===== src/rtl/icb_rsp_gen.sv =====
// ICB slave responder bank: NCH independent channels. Each channel queues up to
// DEPTH commands and returns in-order responses after a fixed latency.
module icb_rsp_gen #(
  parameter int          NCH   = 5,
  parameter int          AW    = 32,
  parameter int          DW    = 32,
  parameter int          DEPTH = 4,
  parameter int          LAT   = 2,
  parameter logic [31:0] SEED  = 32'h1
) (
  input  logic                clk,
  input  logic                rst,
  input  logic [1:0]          mode,
  input  logic                bp_en,
  input  logic                err_en,
  input  logic [AW-1:0]       err_addr,
  input  logic [NCH-1:0]      icb_cmd_valid,
  input  logic [NCH*AW-1:0]   icb_cmd_addr,
  input  logic [NCH-1:0]      icb_cmd_read,
  input  logic [NCH*DW-1:0]   icb_cmd_wdata,
  input  logic [NCH*DW/8-1:0] icb_cmd_wmask,
  output logic [NCH-1:0]      icb_cmd_ready,
  output logic [NCH-1:0]      icb_rsp_valid,
  output logic [NCH-1:0]      icb_rsp_err,
  output logic [NCH*DW-1:0]   icb_rsp_rdata,
  input  logic [NCH-1:0]      icb_rsp_ready,
  output logic [NCH*16-1:0]   txn_cnt
);

  typedef enum logic [1:0] {
    MODE_ZERO = 2'd0,
    MODE_ONES = 2'd1,
    MODE_LFSR = 2'd2,
    MODE_ECHO = 2'd3
  } mode_e;

  localparam int             PW      = (DEPTH > 1) ? $clog2(DEPTH) : 1;
  localparam int             CW      = PW + 1;
  localparam int             AGW     = (LAT > 0) ? $clog2(LAT + 1) : 1;
  localparam logic [AGW-1:0] LAT_AGE = AGW'(LAT);
  localparam logic [CW-1:0]  FULL_CNT = CW'(DEPTH);
  localparam logic [31:0]    TAPS    = 32'h8020_0003;

  // Write payload is accepted and dropped; the reduction just keeps it referenced.
  logic unused_cmd;
  assign unused_cmd = ^{icb_cmd_wdata, icb_cmd_wmask};

  for (genvar c = 0; c < NCH; c++) begin : g_ch
    localparam logic [31:0] SEED_SUM = SEED + 32'(c);
    localparam logic [31:0] SEED_C   = (SEED_SUM == 32'h0) ? 32'h1 : SEED_SUM;

    logic [31:0]    lfsr;
    logic [31:0]    lfsr_next;
    logic [PW-1:0]  wr_ptr;
    logic [PW-1:0]  rd_ptr;
    logic [CW-1:0]  count;
    logic [15:0]    done_cnt;
    logic [AGW-1:0] age       [DEPTH];
    logic [DW-1:0]  mem_rdata [DEPTH];
    logic           mem_err   [DEPTH];

    logic [AW-1:0]  addr;
    logic           full;
    logic           empty;
    logic           ready;
    logic           accept;
    logic           head_valid;
    logic           pop;
    logic [DW-1:0]  push_rdata;
    logic           push_err;

    assign addr = icb_cmd_addr[c*AW +: AW];

    // Ready looks only at registered occupancy and LFSR, never at this cycle's pop.
    assign full       = (count == FULL_CNT);
    assign empty      = (count == '0);
    assign ready      = !rst && !full && (!bp_en || lfsr[0]);
    assign accept     = icb_cmd_valid[c] && ready;
    assign head_valid = !rst && !empty && (age[rd_ptr] == LAT_AGE);
    assign pop        = head_valid && icb_rsp_ready[c];

    assign lfsr_next = {1'b0, lfsr[31:1]} ^ (lfsr[0] ? TAPS : 32'h0);
    assign push_err  = err_en && (addr == err_addr);

    // NOTE: every variable assigned in always_comb gets a default first so no
    // path through the block leaves it unassigned, which would infer a latch.
    always_comb begin
      push_rdata = '0;
      if (icb_cmd_read[c]) begin
        case (mode_e'(mode))
          MODE_ONES: push_rdata = '1;
          MODE_LFSR: push_rdata = DW'(lfsr);
          MODE_ECHO: push_rdata = DW'(addr);
          default:   push_rdata = '0;
        endcase
      end
    end

    // NOTE: sequential state uses non-blocking assignments so every register
    // samples the pre-edge values regardless of statement order.
    always_ff @(posedge clk) begin
      if (rst) begin
        lfsr     <= SEED_C;
        wr_ptr   <= '0;
        rd_ptr   <= '0;
        count    <= '0;
        done_cnt <= '0;
        for (int i = 0; i < DEPTH; i++) age[i] <= '0;
      end else begin
        lfsr <= lfsr_next;
        // Ages saturate at LAT; a fresh push overrides its slot below.
        for (int i = 0; i < DEPTH; i++) begin
          if (age[i] != LAT_AGE) age[i] <= age[i] + 1'b1;
        end
        if (accept) begin
          age[wr_ptr] <= '0;
          wr_ptr      <= wr_ptr + 1'b1;
        end
        if (pop) begin
          rd_ptr   <= rd_ptr + 1'b1;
          done_cnt <= done_cnt + 16'd1;
        end
        if (accept && !pop) begin
          count <= count + 1'b1;
        end else if (!accept && pop) begin
          count <= count - 1'b1;
        end
      end
    end

    // NOTE: payload storage has no reset; an entry is only read after a push
    // wrote it, and occupancy is tracked by the reset counters above.
    always_ff @(posedge clk) begin
      if (accept) begin
        mem_rdata[wr_ptr] <= push_rdata;
        mem_err[wr_ptr]   <= push_err;
      end
    end

    assign icb_cmd_ready[c]          = ready;
    assign icb_rsp_valid[c]          = head_valid;
    assign icb_rsp_err[c]            = head_valid && mem_err[rd_ptr];
    assign icb_rsp_rdata[c*DW +: DW] = head_valid ? mem_rdata[rd_ptr] : '0;
    assign txn_cnt[c*16 +: 16]       = done_cnt;
  end

endmodule


===== config.mk =====
export PLATFORM = sky130hd
export DESIGN_NAME = icb_rsp_gen
export DESIGN_NICKNAME = d
export VERILOG_FILES = /design/src/rtl/icb_rsp_gen.sv
export SDC_FILE = /design/constraint.sdc
export NUM_CORES = 1
export LEC_CHECK = 0
export ABC_CLOCK_PERIOD_IN_PS = 3200
export CAP_MARGIN = 10
export CORE_ASPECT_RATIO = 0.7
export CORE_MARGIN = 8
export CORE_UTILIZATION = 54
export CTS_CLUSTER_DIAMETER = 200
export DETAILED_ROUTE_END_ITERATION = 12
export GPL_TIMING_DRIVEN = 0
export HOLD_SLACK_MARGIN = 0.03
export PLACE_DENSITY = 0.81
export SETUP_SLACK_MARGIN = 0.15
export SYNTH_ARGS = -nofsm -noshare
export SYNTH_HDL_FRONTEND = slang
export SYNTH_SLANG_ARGS = --single-unit

===== constraint.sdc =====
create_clock -name clk -period 3.2 [get_ports clk]
set_input_delay 0.64 -clock clk [delete_from_list [all_inputs] [get_ports clk]]
set_output_delay 0.64 -clock clk [all_outputs]
set_load 0.005 [all_outputs]

==> flow_summary.json, run 1 <==
{
  "layout.core_utilization": 0.694,
  "ys.warnings.count": 0,
  "rsz0062_at_grt": "yes",
  "route.detailed.drc": 0,
  "crit_chain": "nand2b_1, mux4_2, or2_1, buf_6, clkinv_8, buf_12, buf_16, buf_6, and2_4, buf_6",
  "synthAdderAreaFrac": 0.0170,
  "cell_internal_pwr_mw": 22.9,
  "synth_top_flop_cell": "edfxtp_1",
  "final-seq-area_sq_mm": 0.0264,
  "synth_edf_count": 660,
  "ys_types": 54,
  "die-area_sq_mm": 0.0884,
  "synth-simple-area-share": 0.148,
  "dominant_combinational_cell_family_by_area_after_synthesis": "simple AND/OR/NAND/NOR gates",
  "drt_pass1_iterations": 6,
  "tritoncts.num_buffers": 91,
  "pin_count": 648,
  "finish.net_count": 4289,
  "grt_remaining_overflow": 0,
  "worst_path_dominant_cell_family": "buffers and inverters",
  "ctsRootBufferMaster": "clkbuf_16",
  "synth_fp_nets": 3631,
  "cap_viol_max_count": 0,
  "crit_end": "icb_rsp_rdata[30]",
  "drtAntennaViolNets": 0,
  "layout-area-overhead-vs-synth_pct": 27.6,
  "grt_pass1_wl_mm": 200,
  "synth.area.mux_share": 0.101,
  "slowest_stage": "mux4_2",
  "combPwrFrac": 0.154,
  "run_status": "finished, violations left",
  "chipWidth_microns": 352,
  "worst_ir_drop_vdd_mv": 0.402,
  "critPathRequiredTime_ns": 2.56,
  "worst_clock_skew_ns": 0.0248,
  "hold_buffers": 0,
  "layout.cells.non_filler": 4979,
  "p_total_mw": 30.8,
  "critPathMostFrequentCell": "buf_6",
  "dp.final_hpwl_mm": 95.8,
  "worstHoldPathType": "in2reg",
  "timing.setup.tns_ns": -5.40,
  "multiInputGateArea_sq_mm": 0.0158,
  "period_needed_ns": 3.38,
  "syn-cell-area_sq_mm": 0.0427,
  "drv_slew": 0,
  "dpl_worst_slack_ns": -1.70,
  "synth-compound-area-share": 0.0452,
  "final-setup-viol-count": 56,
  "layout.cells.most_common_list": "edfxtp_1 (660), dfxtp_1 (295), clkdlybuf4s50_1 (257)",
  "net-switching-power_mw": 7.91,
  "worst_ep_arrival_time_ns": 2.74,
  "fp-row-count": 86,
  "criticalPathCategory": "reg2out",
  "clock_tree.htree_level_count": 3,
  "syn_inst": 3183,
  "yosysSeqAreaShare": 0.617,
  "clkSinkCount": 985,
  "max-slew-margin-rel": 0.104,
  "cts_buffer_depth": 3,
  "final.fill_count": 5116,
  "starting_drt_drc_count": 3920,
  "period_share": 1.06,
  "layout_setup_ws_ns": -0.178,
  "crit_path_max_fanout": 4,
  "critical_path.reg2reg.endpoint": "g_ch[0].count[2]$_SDFFE_PP0P_",
  "core_region_area_sq_mm": 0.0784,
  "synth-seq-cells": 985,
  "antenna_found_initial": 4,
  "share_of_final_layout_standard_cells_stronger_than_drive_strength_1": 0.244,
  "static-leakage-power_nw": 19.3,
  "drt_wl_total_mm": 140,
  "grt_start_max_net_pins": 36,
  "numPortBuffers": 433,
  "worstSkewPairLatency_ns": 0.66,
  "initial_core_util": 0.544,
  "worst-r2r-setup-slack_ns": 0.09,
  "place.detailed.instances": 4690,
  "dr_total_vias": 30549,
  "critPathMaxStageDelay_ns": 0.55,
  "grt_usage": 0.303,
  "power_density_mw_per_mm2": 566,
  "postSynth.asyncResetShare": 0,
  "syn-mean-instance-area_sq_um": 13.4,
  "total_count_of_hold_check_failures_in_the_final_report": 0,
  "pwr-share-clk": 0.375,
  "avg_wl_per_cell_microns": 28.2,
  "die_height_microns": 251,
  "cp-startpoint": "g_ch[0].age[1][0]$_SDFFE_PP0P_",
  "critical_path_cell_count": 10,
  "p_seq_frac": 0.470,
  "r2r.worst_path.cells": 16,
  "switching_share": 0.257,
  "worstPathBufferInverterCount": 6,
  "startpoint_type": "register",
  "clock_tree_from_tritoncts": "built",
  "mostFrequentLayoutCell": "edfxtp_1",
  "avg_vias_per_cell": 6.14,
  "final_weighted_congestion_in_routability_driven_placement": 0.928,
  "tightest_slew_ns": 1.34,
  "share_of_the_synthesized_netlist_area_taken_by_xor_and_xnor_gates": 0.0431,
  "worst_setup_hold_path_clk_slew_ns": 0.07,
  "violations": "negative setup slack",
  "number_of_global_route_vias_before_repair": 29724,
  "highest_clock_frequency_the_design_can_meet_mhz": 296,
  "cp-end-kind": "primary output"
}
-- worst reg2reg max path, cell delays in order (launching register included) --
cell and delay, ns:
dfxtp_4 0.36, buf_6 0.12, mux4_2 0.40, or2_1 0.14
buf_6 0.13, clkinv_8 0.08, buf_12 0.14, buf_16 0.13
buf_4 0.14, buf_8 0.13, nand2_4 0.07, ha_4 0.15
inv_2 0.04, fa_2 0.37, xor2_1 0.15, or3_1 0.36
a21oi_2 0.12
-- repair_timing --
| item | CTS | global route |
|---|---|---|
| buffers inserted | 86 | 15 |
| setup endpoints to repair | 366 | 172 |
| pin swaps | 17 | 15 |
| cloned | 10 | 4 |
| resized for setup | 993 | 260 |
-- kinds of logic (layout without fill, tap and decap cells) --
group / after synthesis / count (layout)
adders and majority gates: 55 / 55
DFF: 985 / 985
muxes: 214 / 214
AOI/OAI and AO/OA: 328 / 328
xor gates and xnor gates: 210 / 210
buffers and inverters: 294 / 1031
other: 0 / 3
and+or+nand+nor: 1097 / 1097
-- registers in the layout, indices dropped and copies added (netlist names), named ones only --
signal and count:
g_ch.mem_rdata 640, g_ch.rd_ptr 10, g_ch.age 40, g_ch.wr_ptr 10
g_ch.done_cnt 80, g_ch.mem_err 20, g_ch.count 15, g_ch.lfsr 160
-- power by group through the flow --
stage               Sequential (mW)  Clock, mW  Combinational [mW]
finish                         14.5       11.6                4.75
global route                   14.6       12.1                5.06
CTS                            14.5       11.6                4.40
detailed placement             14.7          0                3.72
global placement               14.7          0                3.57
floorplan                      14.6          0                2.25
-- metal layers --
layer / track usage / vias to the layer above / wire length, microns
met5: 0 / - / 13
met3: 0.109 / 360 / 20000
met1: 0.409 / 15030 / 52800
li1: - / 13076 / -
met4: 0.140 / 2 / 7340
met2: 0.437 / 2081 / 60200
-- layout make-up --
class | instances | area share
plain buffers | 241 | 0.0290
flip-flops and latches | 985 | 0.484
repair buffers | 566 | 0.110
well taps | 1056 | 0.0243
diodes | 3 | 0.000138
clock buffers | 121 | 0.0467
inverters | 52 | 0.00395
clock inverters | 51 | 0.0115
multi-input cells | 1904 | 0.291
-- synthesized netlist by cell type, types with 59 or more instances --
| master | count | area [sq um] |
|---|---|---|
| and2_1 | 123 | 769 |
| nor3b_1 | 159 | 1190 |
| nor2_1 | 231 | 867 |
| nor3_1 | 59 | 295 |
| edfxtp_1 | 660 | 19800 |
| nor2b_1 | 172 | 1080 |
| a21oi_1 | 223 | 1120 |
| xor2_1 | 185 | 1620 |
| clkbuf_1 | 173 | 649 |
| mux4_2 | 173 | 3900 |
| dfxtp_1 | 325 | 6510 |
| and3_1 | 79 | 494 |
-- stage by stage --
stage | hold slack, ns | area, sq um
2_1_floorplan | 0.415 | 42700
3_3_place_gp | 0.420 | 48300
3_5_place_dp | 0.431 | 48700
4_1_cts | 0.340 | 53800
5_1_grt | 0.381 | 54500
6_report | 0.383 | 54500
-- how the worst min path moves through the flow --
stage,cells after the start,end,start,slack (ns)
after floorplan,1,g_ch[3].lfsr[2]$_SDFF_PP1_,g_ch[3].lfsr[3]$_SDFF_PP0_,0.41
after global placement,1,g_ch[3].lfsr[2]$_SDFF_PP1_,g_ch[3].lfsr[3]$_SDFF_PP0_,0.42
after detailed placement,1,g_ch[3].lfsr[2]$_SDFF_PP1_,g_ch[3].lfsr[3]$_SDFF_PP0_,0.43
after CTS,3,g_ch[2].done_cnt[2]$_SDFFE_PP0P_,icb_rsp_ready[2],0.34
after global routing,3,g_ch[2].done_cnt[2]$_SDFFE_PP0P_,icb_rsp_ready[2],0.38
final,3,g_ch[2].done_cnt[2]$_SDFFE_PP0P_,icb_rsp_ready[2],0.38
Power figures use the tool's default switching activity.
==> run 2, diff against run 1 <==
Settings changed: PLACE_DENSITY 0.81 to 0.79.
==> flow_summary.json, run 2 (synthesis results as in run 1) <==
{
  "slowest_stage": "mux4_2",
  "route.layer.met1.wl_mm": 54.3,
  "number_of_global_route_vias_before_repair": 29674,
  "wl_met2_mm": 58.9,
  "grt_pass1_wl_mm": 199,
  "layout-area-overhead-vs-synth_pct": 27.6,
  "max_flop_register": "g_ch.mem_rdata",
  "worst_ir_drop_vdd_mv": 0.474,
  "timing.setup.tns_ns": -2.87,
  "cap_viol_max_count": 0,
  "crit_chain": "nand2b_1, mux4_2, or2_1, buf_6, inv_12, buf_12, buf_6, and2_4, buf_6",
  "startpoint_type": "register",
  "drt_pass1_iterations": 6,
  "dr_total_vias": 30538,
  "chipWidth_microns": 352,
  "fp-row-count": 86,
  "max-slew-margin-rel": 0.0461,
  "drt_wl_total_mm": 140,
  "die_height_microns": 251,
  "critPathRequiredTime_ns": 2.56,
  "final_weighted_congestion_in_routability_driven_placement": 0.917,
  "top_layer": "met5",
  "pin_count": 648,
  "drtAntennaViolNets": 0,
  "postPlaceCellArea_sq_mm": 0.0487,
  "p_total_mw": 30.4,
  "rsz0062_at_grt": "yes",
  "die-area_sq_mm": 0.0884,
  "layout_setup_ws_ns": -0.116,
  "wl_met3_mm": 19.0,
  "avg_wl_per_cell_microns": 28.0,
  "antenna_found_initial": 8,
  "dp.final_hpwl_mm": 95.7,
  "final-setup-viol-count": 43,
  "run_status": "finished, violations left",
  "critPathMaxStageDelay_ns": 0.53,
  "period_share": 1.04,
  "cp-end-kind": "primary output",
  "hold_buffers": 0,
  "worst-r2r-setup-slack_ns": 0.16,
  "critPathMostFrequentCell": "buf_6",
  "final_instance_area_sq_mm": 0.0545,
  "static-leakage-power_nw": 19.3,
  "finish.net_count": 4307,
  "clock_tree.htree_level_count": 3,
  "layout.cells.most_common_list": "edfxtp_1 (660), dfxtp_1 (286), clkdlybuf4s50_1 (256)",
  "clkSinkCount": 985,
  "clock_tree_from_tritoncts": "built",
  "ctsRootBufferMaster": "clkbuf_16",
  "mostFrequentLayoutCell": "edfxtp_1",
  "numPortBuffers": 433,
  "layout.core_utilization": 0.694,
  "route.detailed.drc": 0,
  "period_needed_ns": 3.32,
  "cts_buffer_depth": 3,
  "share_of_final_layout_standard_cells_stronger_than_drive_strength_1": 0.249,
  "worst_clock_skew_ns": 0.0251,
  "worst_setup_hold_path_clk_slew_ns": 0.06,
  "crit_path_max_fanout": 6,
  "highest_clock_frequency_the_design_can_meet_mhz": 302,
  "starting_drt_drc_count": 3626,
  "grt_remaining_overflow": 0,
  "grt_usage": 0.303,
  "worstSkewPairLatency_ns": 0.68,
  "power_density_mw_per_mm2": 558,
  "worstHoldPathType": "in2reg",
  "top_regs": "g_ch.mem_rdata: 640 flops, g_ch.lfsr: 160 flops, g_ch.done_cnt: 80 flops",
  "tightest_slew_ns": 1.43,
  "drv_slew": 0,
  "avg_vias_per_cell": 6.11,
  "worst_ep_arrival_time_ns": 2.68,
  "initial_core_util": 0.544,
  "core_region_area_sq_mm": 0.0784,
  "total_count_of_hold_check_failures_in_the_final_report": 0,
  "largest_register_ffs": 640,
  "grt_start_max_net_pins": 36,
  "violations": "negative setup slack",
  "tritoncts.num_buffers": 91,
  "criticalPathCategory": "reg2out"
}
## run 2: metal layers
metal | vias to the layer above | GRT usage
li1 | 13130 | -
met1 | 15086 | 0.419
met2 | 1988 | 0.429
met3 | 328 | 0.106
met4 | 6 | 0.141
met5 | - | 0
## run 2: worst paths after layout
check,from,to,cells past startpoint
hold / removal,icb_rsp_ready[2],g_ch[2].done_cnt[2]$_SDFFE_PP0P_,3
setup reg to reg,register,g_ch[1].count[2]$_SDFFE_PP0P_,15
hold reg to reg,g_ch[1].lfsr[3]$_SDFF_PP0_,g_ch[1].lfsr[2]$_SDFF_PP0_,1
setup / recovery,g_ch[0].age[2][0]$_SDFFE_PP0P_,icb_rsp_rdata[30],9
## run 2: per-stage QoR
| step | std cells | hold slack, ns | setup WS [ns] |
|---|---|---|---|
| floorplan | 3183 | 0.415 | 0.333 |
| global placement | 4672 | 0.424 | -1.69 |
| detailed placement | 4690 | 0.448 | -1.67 |
| CTS | 4971 | 0.333 | -0.171 |
| global route | 4995 | 0.360 | -0.184 |
| finish | 4996 | 0.362 | -0.116 |
## run 2: timing repair
action / in CTS / in global routing
pin swaps: 16 / 9
endpoints found under the setup margin: 421 / 183
setup buffers: 101 / 18
gates resized for setup: 1103 / 196
gates cloned: 10 / 4
## run 2: worst max-delay path, delay by kind of cell, from the launching register on
family	cells	cell delay (ns)
buffers and inverters	5	0.53
DFF	1	0.32
and+or+nand+nor	3	0.58
muxes	1	0.53
## run 2: layout make-up
type	instances	area [sq um]
diodes	2	5.00
plain buffers	240	1590
clock buffers	134	2610
clock inverters	38	395
fillers	5176	24000
inverters	52	215
multi-input cells	1904	15800
flip-flops and latches	985	26400
well taps	1056	1320
repair buffers	585	6110
## run 2: power breakdown
part / total [mW] / switching [mW] / internal, mW
clock network: 11.0 / 4.79 / 6.25
logic: 4.84 / 2.62 / 2.22
registers: 14.5 / 0.338 / 14.2
